[config.mk]
export PLATFORM = sky130hd
export DESIGN_NAME = parking_gate_controller
export DESIGN_NICKNAME = d
export VERILOG_FILES = /design/src/rtl/parking_gate_controller.sv
export SDC_FILE = /design/constraint.sdc
export NUM_CORES = 1
export LEC_CHECK = 0
export BUFFER_PORTS_ARGS = -buffer_cell sky130_fd_sc_hd__buf_4
export CORE_UTILIZATION = 30
export CTS_CLUSTER_DIAMETER = 120
export DETAILED_ROUTE_END_ITERATION = 12
export PLACE_DENSITY = 0.57
export SYNTH_ARGS = -nofsm -noshare
export SYNTH_HDL_FRONTEND = slang
export SYNTH_SLANG_ARGS = --single-unit
[constraint.sdc]
create_clock -name CLK -period 1.76 [get_ports CLK]
set_clock_uncertainty 0.05 [all_clocks]
set_input_delay 0 -clock CLK [delete_from_list [all_inputs] [get_ports CLK]]
set_output_delay 0 -clock CLK [all_outputs]
set_load 0.02 [all_outputs]
[src/rtl/parking_gate_controller.sv]
// parking_gate_controller
//   Occupancy tracker and barrier sequencer for a single parking lot with an
//   entry barrier and an exit barrier. Each barrier has its own handshake
//   FSM. A request rising edge opens the barrier. The pass beam commits the
//   vehicle, which changes the count. If no vehicle breaks the beam within
//   GATE_TIMEOUT cycles, the barrier closes and the count is left unchanged.
//   RESERVED spots are available only to permit holders.
//
// Parameters
//   MAX_PARKING   lot capacity (1 .. 2**CNT_W-1)
//   CNT_W         width of the count outputs
//   RESERVED      spots held back for permit holders (0 .. MAX_PARKING)
//   GATE_TIMEOUT  cycles a barrier stays open without a pass (>= 2)
//
// Ports
//   CLK, RESET                rising-edge clock, async active-high reset
//   ENTRY_req / EXIT_req      vehicle on entry / exit loop (level)
//   ENTRY_permit              permit holder, sampled with ENTRY_req rise
//   ENTRY_pass / EXIT_pass    pass beam broken (level)
//   ENTRY_gate_open           entry barrier open command (registered)
//   EXIT_gate_open            exit barrier open command (registered)
//   ENTRY_denied              one-cycle pulse, entry refused for lack of room
//   TIMEOUT_err               one-cycle pulse, either barrier timed out
//   Parking_count             occupied spots
//   Available_spots           free spots; an open entry barrier counts as taken
//   FULL / EMPTY              Parking_count == MAX_PARKING / == 0
//
// Optional build macro
//   PARK_STATS_EN  adds Total_entries[15:0] (saturating count of entry
//                  commits) and Denied_count[7:0] (saturating count of
//                  ENTRY_denied pulses). Both are cleared only by RESET.

module parking_gate_controller #(
  parameter int MAX_PARKING  = 8,
  parameter int CNT_W        = 4,
  parameter int RESERVED     = 0,
  parameter int GATE_TIMEOUT = 16
) (
  input  logic             CLK,
  input  logic             RESET,
  input  logic             ENTRY_req,
  input  logic             ENTRY_permit,
  input  logic             ENTRY_pass,
  input  logic             EXIT_req,
  input  logic             EXIT_pass,
  output logic             ENTRY_gate_open,
  output logic             EXIT_gate_open,
  output logic             ENTRY_denied,
  output logic             TIMEOUT_err,
  output logic [CNT_W-1:0] Parking_count,
  output logic [CNT_W-1:0] Available_spots,
  output logic             FULL,
  output logic             EMPTY
`ifdef PARK_STATS_EN
  ,
  output logic [15:0]      Total_entries,
  output logic [7:0]       Denied_count
`endif
);

  localparam int TMR_W = (GATE_TIMEOUT > 2) ? $clog2(GATE_TIMEOUT) : 1;

  localparam logic [TMR_W-1:0] TMR_LAST = TMR_W'(GATE_TIMEOUT - 1);
  localparam logic [CNT_W-1:0] MAX_C    = CNT_W'(MAX_PARKING);
  localparam logic [CNT_W-1:0] LIM_PUB  = CNT_W'(MAX_PARKING - RESERVED);

  typedef enum logic [1:0] {
    G_IDLE = 2'd0,
    G_OPEN = 2'd1,
    G_PASS = 2'd2
  } gate_state_t;

  gate_state_t      entry_state, entry_state_nxt;
  gate_state_t      exit_state,  exit_state_nxt;
  logic [TMR_W-1:0] entry_timer, entry_timer_nxt;
  logic [TMR_W-1:0] exit_timer,  exit_timer_nxt;
  logic             entry_req_q, exit_req_q;
  logic             entry_rise,  exit_rise;
  logic             entry_room;
  logic             entry_commit, exit_commit;
  logic             entry_deny;
  logic             entry_tout, exit_tout;
  logic [CNT_W-1:0] count_r, count_nxt;
  logic [CNT_W:0]   avail_full;

  assign entry_rise = ENTRY_req & ~entry_req_q;
  assign exit_rise  = EXIT_req  & ~exit_req_q;

  // A non-permit vehicle must leave RESERVED spots free.
  assign entry_room = ENTRY_permit ? (count_r < MAX_C) : (count_r < LIM_PUB);

  // Entry barrier next-state
  always_comb begin
    entry_state_nxt = entry_state;
    entry_timer_nxt = '0;
    entry_commit    = 1'b0;
    entry_deny      = 1'b0;
    entry_tout      = 1'b0;
    case (entry_state)
      G_IDLE: begin
        if (entry_rise) begin
          if (entry_room) entry_state_nxt = G_OPEN;
          else            entry_deny      = 1'b1;
        end
      end
      G_OPEN: begin
        if (ENTRY_pass) begin
          entry_state_nxt = G_PASS;
          entry_commit    = 1'b1;
        end else if (entry_timer == TMR_LAST) begin
          entry_state_nxt = G_IDLE;
          entry_tout      = 1'b1;
        end else begin
          entry_timer_nxt = entry_timer + TMR_W'(1);
        end
      end
      G_PASS: begin
        if (!ENTRY_pass) entry_state_nxt = G_IDLE;
      end
      default: entry_state_nxt = G_IDLE;
    endcase
  end

  // Exit barrier next-state (always granted)
  always_comb begin
    exit_state_nxt = exit_state;
    exit_timer_nxt = '0;
    exit_commit    = 1'b0;
    exit_tout      = 1'b0;
    case (exit_state)
      G_IDLE: begin
        if (exit_rise) exit_state_nxt = G_OPEN;
      end
      G_OPEN: begin
        if (EXIT_pass) begin
          exit_state_nxt = G_PASS;
          exit_commit    = 1'b1;
        end else if (exit_timer == TMR_LAST) begin
          exit_state_nxt = G_IDLE;
          exit_tout      = 1'b1;
        end else begin
          exit_timer_nxt = exit_timer + TMR_W'(1);
        end
      end
      G_PASS: begin
        if (!EXIT_pass) exit_state_nxt = G_IDLE;
      end
      default: exit_state_nxt = G_IDLE;
    endcase
  end

  // Occupancy update. Simultaneous commits cancel. Both directions saturate.
  always_comb begin
    count_nxt = count_r;
    if (entry_commit && !exit_commit) begin
      if (count_r != MAX_C) count_nxt = count_r + CNT_W'(1);
    end else if (exit_commit && !entry_commit) begin
      if (count_r != '0) count_nxt = count_r - CNT_W'(1);
    end
  end

  // The gate_open flops load from the next state. They change on the same
  // edge as the state register, so they behave as a registered copy of
  // (state != G_IDLE) without an extra cycle of latency.
  always_ff @(posedge CLK or posedge RESET) begin
    if (RESET) begin
      entry_state     <= G_IDLE;
      exit_state      <= G_IDLE;
      entry_timer     <= '0;
      exit_timer      <= '0;
      entry_req_q     <= 1'b0;
      exit_req_q      <= 1'b0;
      ENTRY_gate_open <= 1'b0;
      EXIT_gate_open  <= 1'b0;
      ENTRY_denied    <= 1'b0;
      TIMEOUT_err     <= 1'b0;
      count_r         <= '0;
    end else begin
      entry_state     <= entry_state_nxt;
      exit_state      <= exit_state_nxt;
      entry_timer     <= entry_timer_nxt;
      exit_timer      <= exit_timer_nxt;
      entry_req_q     <= ENTRY_req;
      exit_req_q      <= EXIT_req;
      ENTRY_gate_open <= (entry_state_nxt != G_IDLE);
      EXIT_gate_open  <= (exit_state_nxt != G_IDLE);
      ENTRY_denied    <= entry_deny;
      TIMEOUT_err     <= entry_tout | exit_tout;
      count_r         <= count_nxt;
    end
  end

`ifdef PARK_STATS_EN
  always_ff @(posedge CLK or posedge RESET) begin
    if (RESET) begin
      Total_entries <= '0;
      Denied_count  <= '0;
    end else begin
      if (entry_commit && (Total_entries != '1))
        Total_entries <= Total_entries + 16'd1;
      if (entry_deny && (Denied_count != '1))
        Denied_count <= Denied_count + 8'd1;
    end
  end
`endif

  // An entry barrier that is open but not yet passed holds one spot. The
  // widened subtraction is clamped so the output never goes negative.
  assign avail_full = {1'b0, MAX_C} - {1'b0, count_r}
                    - {{CNT_W{1'b0}}, (entry_state == G_OPEN)};

  assign Available_spots = avail_full[CNT_W] ? '0 : avail_full[CNT_W-1:0];
  assign Parking_count   = count_r;
  assign FULL            = (count_r == MAX_C);
  assign EMPTY           = (count_r == '0);

endmodule

==> results.toml <==
[run_status]
status = "finished with violations"
failed_checks = "negative setup slack"

[job]
cap_violations = 0

[drt]
drt_pass1_iterations = 4
via_count = 854
drt_wl_total_um = 2350
drt.antenna.violating_nets = 0
dr.first_iter.drc_count = 2
routedWlPerCell_um = 12.2
viasPerCell = 4.42
drc_errors = 0

[min_path]
worstHoldPathType = "input pin to register"
holdPathStages = 3

[sta]
period_minus_slack_ns = 1.81
hold_viol = 0
rsz0062_at_grt = "yes"
fin_crit_sh = 1.03
fmax_ghz = 0.552
setup_violations = 5
relSlewSlack = 0.784
holdWs_ns = 0.00705
drv_slew = 0
setup_ws_ns = -0.0514
tightest_slew_ns = 0.320
tns_ns = -0.200

[place]
place_inst = 183
dpl_worst_slack_ns = -0.0818
io_buffers = 19
gp_congestion = 0.774
placed_area_um2 = 1470
dp_hpwl_um = 1690

[cts]
clk_pin_slew_ns = 0.08
clk_path_buf_depth = 2
cts_tree = "built"
htree_num_levels = 1
cts.sinks = 22
clock_latency_ns = 0.26
cts_buffers = 3
cts_root_buffer = "clkbuf_8"

[worst_setup_path]
worstPathMaxFanout = 4
crit_arrival_ns = 1.76
r2r_end = "Parking_count[3]"
critPathLaunchType = "register"
critical_path.startpoint = "entry_state[1]"
crit_required_ns = 1.71
crit_path_end = "Available_spots[3]"
r2r-start = "entry_state[1]"
end_kind = "primary output"
r2r_setup_slack_ns = -0.03
rr_worst_depth = 9
critical_path_class = "register to primary output"

[global_routing]
grtUsageTotal = 0.128
grt_overflow = 0
grt_pass1_wl_um = 3980
grt_start_max_net_pins = 23
grt_pass1_vias = 913
antenna_found_initial = 0

[logic_synthesis]
synthMuxAreaShare = 0.00997
synth-adder-area-share = 0.151
synth_compound_area_frac = 0.0687
synthArstFlopShare = 1.00
yosysSeqAreaShare = 0.487
synth_top_family_by_area = "simple AND/OR/NAND/NOR gates"
synth_ff_type = "dfrtp_1"
synth_top_area_share = 0.487
synth_top_area_cell = "dfrtp_1"
synth.distinct_cells = 27
synth_seq_cells = 22
ys.warnings.count = 0
synth-xor-area-share = 0.0698
netlist_area_um2 = 1130
postSynthAreaPerCell_um2 = 11.0
syn-num-nets = 123
synth-edff-count = 0
synthSimpleGateAreaFrac = 0.184
ys_top_cells_by_area = "dfrtp_1, ha_1, xor2_1"
synthCells = 103

[final_layout]
fin_util = 0.485
finalNetCount = 168
multiInputGateArea_um2 = 659
diodes = 0
syn2layout_area_growth_pct = 48.8
seq_area_um2 = 552
finalNonFillerCells = 193
nFillCells = 342
final_cell_mix = "buf_4, dfrtp_1, nor2_1"
drive_gt1_frac = 0.429
final_common_cell = "buf_4"
final_cell_area_um2 = 1680

[die]
die-area_um2 = 4020
fp.coreArea_um2 = 3470
rows = 21
start_util = 0.326
die_h_um = 63.4
fp.dieW_um = 63.4
ios = 21

[power]
power_density_nw_per_um2 = 1710
irDropWorstVdd_uv = 1280
finalPower_mw = 2.87
power.static_leakage_nw = 0.791
[repair_timing]
item,CTS,global route
hold buffers,4,0
pin swaps,9,3
hold endpoints to repair,27,0
endpoints found under the setup margin,6,7
gates resized for setup,12,10
setup buffers,2,0
[where the power goes]
| group | internal (mW) | switching, mW |
|---|---|---|
| Combinational | 0.922 | 0.891 |
| Clock | 0.199 | 0.157 |
| Sequential | 0.615 | 0.0868 |
| Total | 1.74 | 1.13 |
[state kept, by name, summed over array words and instances (netlist names), 2 cells and up]
| name | count |
|---|---|
| entry_state | 2 |
| entry_timer | 4 |
| exit_timer | 4 |
| exit_state | 2 |
| Parking_count | 4 |
[worst min path at each step]
stage,slack [ns],end,startpoint
3_3_place_gp,0.01,TIMEOUT_err,RESET
2_1_floorplan,-0.06,ENTRY_denied,RESET
6_report,0.007,entry_timer[1],ENTRY_pass
4_1_cts,0.009,entry_timer[1],ENTRY_pass
3_5_place_dp,0.01,TIMEOUT_err,RESET
5_1_grt,0.02,entry_timer[1],ENTRY_pass
[Yosys cell counts, types with 2 or more instances]
library cell	number
xor2_1	5
nand3_1	5
ha_1	12
nor3b_1	2
xnor2_1	4
and2_1	5
a21oi_1	3
dfrtp_1	22
nor2_1	11
nand2_1	4
nor2b_1	2
inv_1	9
nand2b_1	3
or2_2	2
o21ai_0	2
[per-layer routing]
layer	wire (um)	track usage	part of all wire	vias to the layer above
met3	71	0.0217	0.030	4
li1	-	-	-	428
met5	0	0	0	-
met4	27	0.0511	0.011	0
met1	1050	0.151	0.44	405
met2	1210	0.226	0.51	17
[cells by family after synthesis]
group                      count (synthesis)
muxes                                      1
DFF                                       22
and+or+nand+nor                           38
buffers and inverters                      9
xor gates and xnor gates                   9
adders and majority gates                 13
AOI/OAI and AO/OA                         11
[worst max-delay path, cell delays in order, from the launching register on]
cell      delay [ns]
dfrtp_1         0.38
nand2b_4        0.16
buf_6           0.12
ha_4            0.15
ha_4            0.16
a211oi_2        0.18
buf_4           0.16
nor2_1          0.04
buf_4           0.15
[final cells by class]
cell class	instances	share of cell area
sequential	22	0.328
tap	46	0.0342
inverter	9	0.0216
clock buffer	4	0.0327
timing repair buffer	40	0.191
multi-input combinational	72	0.392
No activity file was read; power rests on OpenSTA's default activity.
